--- config.mk ---
export PLATFORM = sky130hd
export DESIGN_NAME = reg_write_arbiter_flat
export DESIGN_NICKNAME = d
export VERILOG_FILES = /design/src/rtl/reg_write_arbiter_pkg.sv /design/src/rtl/reg_write_arbiter_if.sv /design/src/rtl/reg_write_arbiter_rr_pick.sv /design/src/rtl/reg_write_arbiter.sv /design/src/flat_wrapper.sv
export SDC_FILE = /design/constraint.sdc
export NUM_CORES = 1
export LEC_CHECK = 0
export BUFFER_PORTS_ARGS = -buffer_cell sky130_fd_sc_hd__clkbuf_2
export CAP_MARGIN = 20
export CORE_UTILIZATION = 40
export CTS_BUF_LIST = sky130_fd_sc_hd__clkbuf_16
export CTS_CLUSTER_DIAMETER = 100
export DETAILED_ROUTE_END_ITERATION = 8
export PLACE_DENSITY = 0.71
export SLEW_MARGIN = 20
export SYNTH_ARGS = -nofsm -noshare
export SYNTH_HDL_FRONTEND = slang
export SYNTH_SLANG_ARGS = --single-unit
--- constraint.sdc ---
create_clock -name clk -period 3.2 [get_ports clk]
set_input_delay 0.32 -clock clk [delete_from_list [all_inputs] [get_ports clk]]
set_output_delay 0.32 -clock clk [all_outputs]
set_load 0.01 [all_outputs]
--- src/rtl/reg_write_arbiter_pkg.sv ---
// Shared types and helpers for the round-robin register write arbiter.
// State encoding, default sizing and a one-hot helper.
package reg_arb_pkg;

   typedef enum logic [1:0] {
      IDLE  = 2'd0,
      GRANT = 2'd1,
      WRITE = 2'd2
   } state_t;

   localparam int NUM_REQ_DEF = 4;
   localparam int WIDTH_DEF   = 8;
   localparam int MAX_REQ     = 8;

   function automatic logic [MAX_REQ-1:0] onehot(input int unsigned idx);
      return MAX_REQ'(1) << idx;
   endfunction

endpackage

--- src/rtl/reg_write_arbiter_if.sv ---
// Requester-side bus of the register write arbiter.
// master = producers, slave = arbiter.
interface reg_write_arbiter_if
   import reg_arb_pkg::*;
#(
   parameter int NUM_REQ = NUM_REQ_DEF,
   parameter int WIDTH   = WIDTH_DEF
);

   logic [NUM_REQ-1:0]       req;
   logic [NUM_REQ*WIDTH-1:0] wdata;
   logic [NUM_REQ-1:0]       gnt;
   logic [NUM_REQ-1:0]       ack;

   modport master (
      output req,
      output wdata,
      input  gnt,
      input  ack
   );

   modport slave (
      input  req,
      input  wdata,
      output gnt,
      output ack
   );

endinterface

--- src/rtl/reg_write_arbiter_rr_pick.sv ---
// Combinational round-robin picker: first live request at or above ptr,
// wrapping to the lowest live request below ptr.
module rr_pick
   import reg_arb_pkg::*;
#(
   parameter  int NUM_REQ = NUM_REQ_DEF,
   localparam int ID_W    = $clog2(NUM_REQ)
) (
   input  logic [NUM_REQ-1:0] req,
   input  logic [NUM_REQ-1:0] mask,
   input  logic [ID_W-1:0]    ptr,
   output logic               valid,
   output logic [ID_W-1:0]    idx
);

   logic [NUM_REQ-1:0] live;
   logic               hi_v;
   logic [ID_W-1:0]    hi;
   logic [ID_W-1:0]    lo;

   assign live = req & ~mask;

   // Descending scan: the last hit is the lowest index in each range.
   always_comb begin
      hi_v  = 1'b0;
      hi    = '0;
      lo    = '0;
      valid = 1'b0;
      for (int i = NUM_REQ - 1; i >= 0; i--) begin
         if (live[i]) begin
            valid = 1'b1;
            lo    = ID_W'(i);
            if (ID_W'(i) >= ptr) begin
               hi_v = 1'b1;
               hi   = ID_W'(i);
            end
         end
      end
   end

   assign idx = hi_v ? hi : lo;

endmodule

--- src/rtl/reg_write_arbiter.sv ---
// Round-robin arbiter sharing one enabled WIDTH-bit register between requesters.
// Optional REG_ARB_LOCK_EN adds a per-requester lock that keeps the grant.
module reg_write_arbiter
   import reg_arb_pkg::*;
#(
   parameter  int NUM_REQ = NUM_REQ_DEF,
   parameter  int WIDTH   = WIDTH_DEF,
   localparam int ID_W    = $clog2(NUM_REQ)
) (
   input  logic             clk,
   input  logic             rst_n,
   reg_write_arbiter_if.slave bus,
`ifdef REG_ARB_LOCK_EN
   input  logic [NUM_REQ-1:0] lock,
`endif
   output logic [ID_W-1:0]  owner,
   output logic             busy,
   output logic             reg_en,
   output logic [WIDTH-1:0] reg_d,
   output logic [WIDTH-1:0] reg_q
);

   state_t             state, state_n;
   logic [NUM_REQ-1:0] gnt_q, gnt_n;
   logic [ID_W-1:0]    owner_q, owner_n;
   logic [ID_W-1:0]    ptr_q, ptr_n, ptr_inc;
   logic [WIDTH-1:0]   d_q, d_n;
   logic [WIDTH-1:0]   q_q, q_n;
   logic [NUM_REQ-1:0] own_oh;
   logic [NUM_REQ-1:0] pick_mask;
   logic [ID_W-1:0]    pick_ptr, pick_idx;
   logic               pick_valid;
   logic [WIDTH-1:0]   pick_data;
   logic               hold;

   assign own_oh  = NUM_REQ'(onehot(32'(owner_q)));
   assign ptr_inc = (owner_q == ID_W'(NUM_REQ - 1)) ? '0 : owner_q + ID_W'(1);

   // During WRITE the search already starts past the current owner.
   assign pick_ptr  = (state == WRITE) ? ptr_inc : ptr_q;
   assign pick_mask = (state == WRITE) ? own_oh : '0;

   rr_pick #(
      .NUM_REQ(NUM_REQ)
   ) u_pick (
      .req  (bus.req),
      .mask (pick_mask),
      .ptr  (pick_ptr),
      .valid(pick_valid),
      .idx  (pick_idx)
   );

   always_comb begin
      pick_data = '0;
      for (int i = 0; i < NUM_REQ; i++) begin
         if (pick_idx == ID_W'(i)) pick_data = bus.wdata[i*WIDTH +: WIDTH];
      end
   end

`ifdef REG_ARB_LOCK_EN
   logic [WIDTH-1:0] own_data;

   always_comb begin
      own_data = '0;
      for (int i = 0; i < NUM_REQ; i++) begin
         if (owner_q == ID_W'(i)) own_data = bus.wdata[i*WIDTH +: WIDTH];
      end
   end

   assign hold = |(lock & bus.req & own_oh);
`else
   assign hold = 1'b0;
`endif

   always_comb begin
      state_n = state;
      gnt_n   = gnt_q;
      owner_n = owner_q;
      ptr_n   = ptr_q;
      d_n     = d_q;
      q_n     = q_q;
      unique case (state)
         IDLE: begin
            if (pick_valid) begin
               state_n = GRANT;
               gnt_n   = NUM_REQ'(onehot(32'(pick_idx)));
               owner_n = pick_idx;
               d_n     = pick_data;
            end
         end
         GRANT: state_n = WRITE;
         WRITE: begin
            q_n = d_q;
            if (hold) begin
               state_n = GRANT;
`ifdef REG_ARB_LOCK_EN
               d_n     = own_data;
`endif
            end else begin
               ptr_n = ptr_inc;
               if (pick_valid) begin
                  state_n = GRANT;
                  gnt_n   = NUM_REQ'(onehot(32'(pick_idx)));
                  owner_n = pick_idx;
                  d_n     = pick_data;
               end else begin
                  state_n = IDLE;
                  gnt_n   = '0;
               end
            end
         end
         default: state_n = IDLE;
      endcase
   end

   always_ff @(posedge clk or negedge rst_n) begin
      if (!rst_n) begin
         state   <= IDLE;
         gnt_q   <= '0;
         owner_q <= '0;
         ptr_q   <= '0;
         d_q     <= '0;
         q_q     <= '0;
      end else begin
         state   <= state_n;
         gnt_q   <= gnt_n;
         owner_q <= owner_n;
         ptr_q   <= ptr_n;
         d_q     <= d_n;
         q_q     <= q_n;
      end
   end

   assign bus.gnt = gnt_q;
   assign bus.ack = (state == WRITE) ? own_oh : '0;
   assign owner   = owner_q;
   assign busy    = (state != IDLE);
   assign reg_en  = (state == WRITE);
   assign reg_d   = d_q;
   assign reg_q   = q_q;

endmodule

--- src/flat_wrapper.sv ---
// flat-port wrapper written by rule: the top's interface ports become plain ports
module reg_write_arbiter_flat import reg_arb_pkg::*;
#(
   parameter  int NUM_REQ = NUM_REQ_DEF,
   parameter  int WIDTH   = WIDTH_DEF,
   localparam int ID_W    = $clog2(NUM_REQ)
)
  (clk, rst_n, owner, busy, reg_en, reg_d, reg_q, bus_req, bus_wdata, bus_gnt, bus_ack);
  reg_write_arbiter_if #(.NUM_REQ(NUM_REQ), .WIDTH(WIDTH)) bus_i ();
  input  logic clk;
  input  logic rst_n;
  output logic [ID_W-1:0] owner;
  output logic busy;
  output logic reg_en;
  output logic [WIDTH-1:0] reg_d;
  output logic [WIDTH-1:0] reg_q;
  input wire logic [$bits(bus_i.req)-1:0] bus_req;
  input wire logic [$bits(bus_i.wdata)-1:0] bus_wdata;
  output wire logic [$bits(bus_i.gnt)-1:0] bus_gnt;
  output wire logic [$bits(bus_i.ack)-1:0] bus_ack;
  assign bus_i.req = bus_req;
  assign bus_i.wdata = bus_wdata;
  assign bus_gnt = bus_i.gnt;
  assign bus_ack = bus_i.ack;
  reg_write_arbiter #(.NUM_REQ(NUM_REQ), .WIDTH(WIDTH)) u_core (.clk(clk), .rst_n(rst_n), .bus(bus_i), .owner(owner), .busy(busy), .reg_en(reg_en), .reg_d(reg_d), .reg_q(reg_q));
endmodule
Yosys cells after proc, flatten, opt, wreduce, memory -nomap -nowiden
Cells that the tools add are included.
Word-level totals
  input port bits: 38
  output and inout port bits: 28
  flip-flop bits (word level): 26
  logic and storage cells: 67
Operators by class
  $lt $le $gt $ge: 4
  bitwise gates (word level): 2
  $add $sub $neg: 1
  eq/ne operators: 7
  reductions and logical operators: 7
  shift operators: 2
  mux-type cells: 38
Operators by type and width (number)
  $mux 2: 16
  $mux 8: 4
  $mux 1: 13
  $mux 4: 3
  $eq 2x2->1 const B: 4
  $pmux 4 s2: 1
  $shl 1x2->4 const A: 2
  $pmux 2 s3: 1
  $and 4x4->4: 1
  $eq 2x1->1 const B: 2
  $ge 1x2->1 const A: 2
  $ge 2x2->1 const A: 2
  $logic_not 2->1: 2
  $not 4->4: 1
  $reduce_and 2->1: 2
  $reduce_bool 2->1: 2
  $add 2x1->2 const B: 1
  $ne 2x1->1 const B: 1
  $reduce_or 2->1: 1

Logic depth before layout (Yosys ltp)
  depth in word-level cells: 18
  depth in mapped cells: 10
  depth with buffers taken out: 8

Cells and area by module
Synthesis repeated with hierarchy kept, for this count alone.
Unflattened totals
  cells, all modules: 99
  area total of the unflattened synthesis: 1393.8 um2
Modules (own cells, without submodules)
  reg_write_arbiter: seq. area each 650.6 um2, times used 1, cells each 82, area each 1286.2 um2
  rr_pick: seq. area each 0.0 um2, times used 1, cells each 17, area each 107.6 um2

Worst setup path before layout
No wires, ideal clock.
  path kind: register to register
  start point: reg u_core.owner_q[0] (netlist: u_core.owner[0])
  end point: reg u_core.d_q[0] (netlist: u_core.reg_d[0])
  arrival time: 2.052 ns
  stages on the path, launching flop included: 11
  buffers on the path: 2
  data required time: 3.060 ns
  path slack: 1.008 ns
  clock period less this slack: 2.192 ns
  library setup time: 0.140 ns
  cell sequence: dfrtp_1 inv_1 ha_1 and3b_1 a2111o_1 a21oi_1 a21oi_1 buf_6 buf_8 mux2i_1 o221ai_1
On the way
  elaborated cells between the ends (all ways): 46
  classes of those cells: 1 x add/sub; 4 x order compare; 4 x eq/ne; 1 x shift; 32 x mux; 2 x bitwise; 2 x reduce/logical
RTL lines
  start, declared: RTL line reg_write_arbiter.sv:25  | logic [ID_W-1:0] owner_q, owner_n;
  start signal, assigned: RTL line reg_write_arbiter.sv:127  | owner_q <= owner_n;
  $shl 1x2->4 *: RTL line reg_write_arbiter_pkg.sv:16  | return MAX_REQ'(1) << idx;
  $mux 4 *
  named net bus_ack[0]: RTL line flat_wrapper.sv:20  | output wire logic [$bits(bus_i.ack)-1:0] bus_ack;
  $not 4->4 *: RTL line reg_write_arbiter_rr_pick.sv:21  | assign live = req & ~mask;
  $and 4x4->4 *: RTL line reg_write_arbiter_rr_pick.sv:21
  $mux 2 / $mux 1 (equally long branches): RTL line reg_write_arbiter_rr_pick.sv:30  | if (live[i]) begin
  $mux 2: RTL line reg_write_arbiter_rr_pick.sv:41  | assign idx = hi_v ? hi : lo;
  $logic_not 2->1: RTL line reg_write_arbiter.sv:56  | if (pick_idx == ID_W'(i)) pick_data = bus.wdata[i*WIDTH +: WIDTH];
  $mux 8 (4 in a row): RTL line reg_write_arbiter.sv:56
  end signal, assigned: RTL line reg_write_arbiter.sv:129  | d_q <= d_n;
  end, declared: RTL line reg_write_arbiter.sv:27  | logic [WIDTH-1:0] d_q, d_n;
Mark *: on every way through the listed nets, which the timed path passes. The rest lies on a longest branch.
A chain may end at the register's enable or synchronous reset.

Worst setup path after layout
  start point: reg u_core.state[0]
  end point: reg u_core.d_q[4] (netlist: u_core.reg_d[4])
On the way
  cells in the longest elaborated chain, start to end: 17
  elaborated cells between the ends (all ways): 45
  classes of those cells: 4 x order compare; 4 x eq/ne; 31 x mux; 2 x bitwise; 4 x reduce/logical
RTL lines
  start, declared: RTL line reg_write_arbiter.sv:23  | state_t state, state_n;
  start signal, assigned: RTL line reg_write_arbiter.sv:125  | state <= state_n;
  $eq 2x2->1: RTL line reg_write_arbiter.sv:40, reg_write_arbiter.sv:41, reg_write_arbiter.sv:82
  $mux 2 / $mux 4 (equally long branches)
  $ge 2x2->1 / $not 4->4 (equally long branches): RTL line reg_write_arbiter_rr_pick.sv:33, reg_write_arbiter_rr_pick.sv:21
  $mux 2 (tied with other cells): RTL line reg_write_arbiter_rr_pick.sv:33  | if (ID_W'(i) >= ptr) begin
  $mux 2 / $mux 1 (equally long branches): RTL line reg_write_arbiter_rr_pick.sv:30
  $mux 2 / $mux 1 (equally long branches): RTL line reg_write_arbiter_rr_pick.sv:33
  $mux 2 / $mux 1 (equally long branches): RTL line reg_write_arbiter_rr_pick.sv:30
  $mux 2 / $mux 1 (equally long branches): RTL line reg_write_arbiter_rr_pick.sv:33
  $mux 2 / $mux 1 (equally long branches): RTL line reg_write_arbiter_rr_pick.sv:30
  $mux 2 / $mux 1 (equally long branches): RTL line reg_write_arbiter_rr_pick.sv:33
  $mux 2 / $mux 1 (equally long branches): RTL line reg_write_arbiter_rr_pick.sv:30
  $mux 2: RTL line reg_write_arbiter_rr_pick.sv:41
  $logic_not 2->1: RTL line reg_write_arbiter.sv:56
  $mux 8 (4 in a row): RTL line reg_write_arbiter.sv:56
Several ways; a longest one is shown, not always the timed one.

==> metrics.txt <==
status complete, no violations; Core Box Area 3340 µm²; Ys Warns 0; # fillers 325; FF+latch count, synth 26; normalized max-slew margin 0.555; ys flop type dfrtp_1; max-cap violation count 0; Avg Inst Size Synth 9.95 µm²; hold crit path type in2async; post-route ant nets 0; Tightest Pin Transition 667 ps; Post-Synthesis Cells 140; Register-to-Register Path Depth 8; Clock Sinks 26; H-Tree Depth 1; GPL Wtd Cong 0.869; post-CTS setup buffers 0; Reg clk slew, reported paths 60 ps; Final Setup Violations 0; final WL 3.25 mm; Ports 66; critical path type reg2reg; Seq/Total Area, Yosys 0.467; Pleak 0.00102 µW; hold buffers post-CTS 0; worst skew pair latency 260 ps; Max VDD drop 0.464 mV; share of cells above drive strength 1 0.368; Worst setup EP type flop; dpl cells 246; clock root buffer clkbuf_16; Die Area 3720 µm²; Final Max Tran Viols 0; Total Nets Final 247; Avg Vias per Cell 4.98; Peak Freq 412 MHz; Ant. Diodes 0; post-place setup slack 786 ps; fraction of registers with async set/reset 1.00; routed via count 1245; synthesized area 1390 µm²; First-pass DRT Iterations 4; grt total ovfl 0; Residual DRC 0; RSZ-0062 raised after global routing no; initial core utilization 0.417; first-pass GRT wire length 5.25 mm; post-DP HPWL 2.49 mm; CTS tree yes; FF-to-FF End u_core.reg_d[4]; total CTS buffers 3; utilization after layout 0.544; Post-Layout Cell Count 250; vias in the first global route 1134; startpoint types flop; most common cell in the netlist nand2_1; area delta synth->final 30.5%; period utilization 0.759; I/O Buffers 65; area occupied by multi-input gates 667 µm²; endpoints failing hold 0; Critical Path AT 2550 ps; Syn Nets 182; routed len/inst 13.0 µm; clock buffer depth 2; post_cts resized 0; pwr dens 993 nW/µm²; Die X 61.0 µm; setup TNS 0 ps; initial antenna violation count 0; Max Fanout on Critical Path 18; cell taking the most area after synthesis dfrtp_1; num rows 21; GRT Util Overall 0.194; min cycle time layout 2430 ps; Commonest cells post-synth 36 x nand2_1, 26 x dfrtp_1, 17 x mux2i_1, 9 x o221ai_1; Reg area 651 µm²; EDFF count, synth 0; Worst Hold Margin 83.9 ps; final worst clock skew 3.46 ps; setup ws final 772 ps; synth unique cells 30; largest net degree at the start of global routing 27; dominant cells by area after synthesis dfrtp_1 47%, mux2i_1 12%, nand2_1 9.7%; Req. time, crit path 3320 ps; R2R Path Start u_core.state[0]; Synth top area share 0.467; chip height 61.0 µm; DR iter-0 viols 56; Worst R2R Setup Slack 770 ps
-- logic make-up (layout without fill, tap and decap cells) --
family,after synthesis,after routing,synth area share
mux,17,17,0.122
flops,26,26,0.467
fa+ha+maj,4,4,0.0359
simple gates,51,51,0.168
compound gates,28,28,0.150
buf+inv,14,78,0.0566
-- registers in the layout, indices dropped and copies added, names as in the netlist --
signal,count
u_core.reg_d,8
u_core.reg_q,8
u_core.bus.gnt,4
u_core.owner,2
u_core.ptr_q,2
u_core.state,2
-- layer usage --
layer  wire length, µm  track usage  vias up
met5                 0            0        -
met4                30       0.0584        0
met3               240       0.0448        5
met2              1380        0.295       53
met1              1590        0.276      570
li1                  -            -      617
-- worst max-delay path by stage --
stage / startpoint / end / slack [ps] / cells after the start
2_1_floorplan: u_core.owner[0] / u_core.reg_d[0] / 1010 / 10
3_3_place_gp: u_core.state[0] / u_core.reg_d[6] / 750 / 8
3_5_place_dp: u_core.state[0] / u_core.reg_d[4] / 790 / 8
4_1_cts: u_core.state[0] / u_core.reg_d[2] / 780 / 8
5_1_grt: u_core.state[0] / u_core.reg_d[3] / 540 / 8
6_report: u_core.state[0] / u_core.reg_d[4] / 770 / 8
-- critical path, cell delays in order (launching register included) --
cell	delay, ps
dfrtp_1	440
nand2b_4	270
inv_2	240
a21boi_1	130
nor2_1	210
a31o_2	360
inv_1	180
nand2_1	290
o221ai_1	180
-- layout make-up --
type                            count  area share
Timing Repair Buffer               66       0.183
Multi-Input combinational cell    100       0.367
Inverter                            8      0.0165
Clock inverter                      1     0.00207
Sequential cell                    26       0.358
Tap cell                           46      0.0317
Clock buffer                        3      0.0413
-- stage by stage --
stage	total power, µW	cell area, µm²
finish	1800	1820
global route	1950	1820
CTS	1810	1820
detailed placement	1530	1740
global placement	1530	1740
floorplan	1270	1390
-- report_power, final --
| group | switching [µW] | leakage (µW) | internal, µW |
|---|---|---|---|
| clock | 111 | 0.0000385 | 167 |
| sequential | 119 | 0.000326 | 487 |
| combinational | 529 | 0.000653 | 391 |
-- cells in the final DEF (no fill, tap or decap), types with 2 or more instances in the layout --
| master | n |
|---|---|
| ha_1 | 4 |
| o21ai_0 | 7 |
| dfrtp_1 | 26 |
| a21oi_1 | 2 |
| clkbuf_16 | 3 |
| nand2_1 | 36 |
| nand3_1 | 4 |
| mux2i_1 | 17 |
| clkbuf_2 | 65 |
| a21o_1 | 2 |
| inv_1 | 7 |
| nand2b_1 | 2 |
| o221ai_1 | 9 |
| nor2_1 | 2 |
Power figures use the tool's default switching activity.
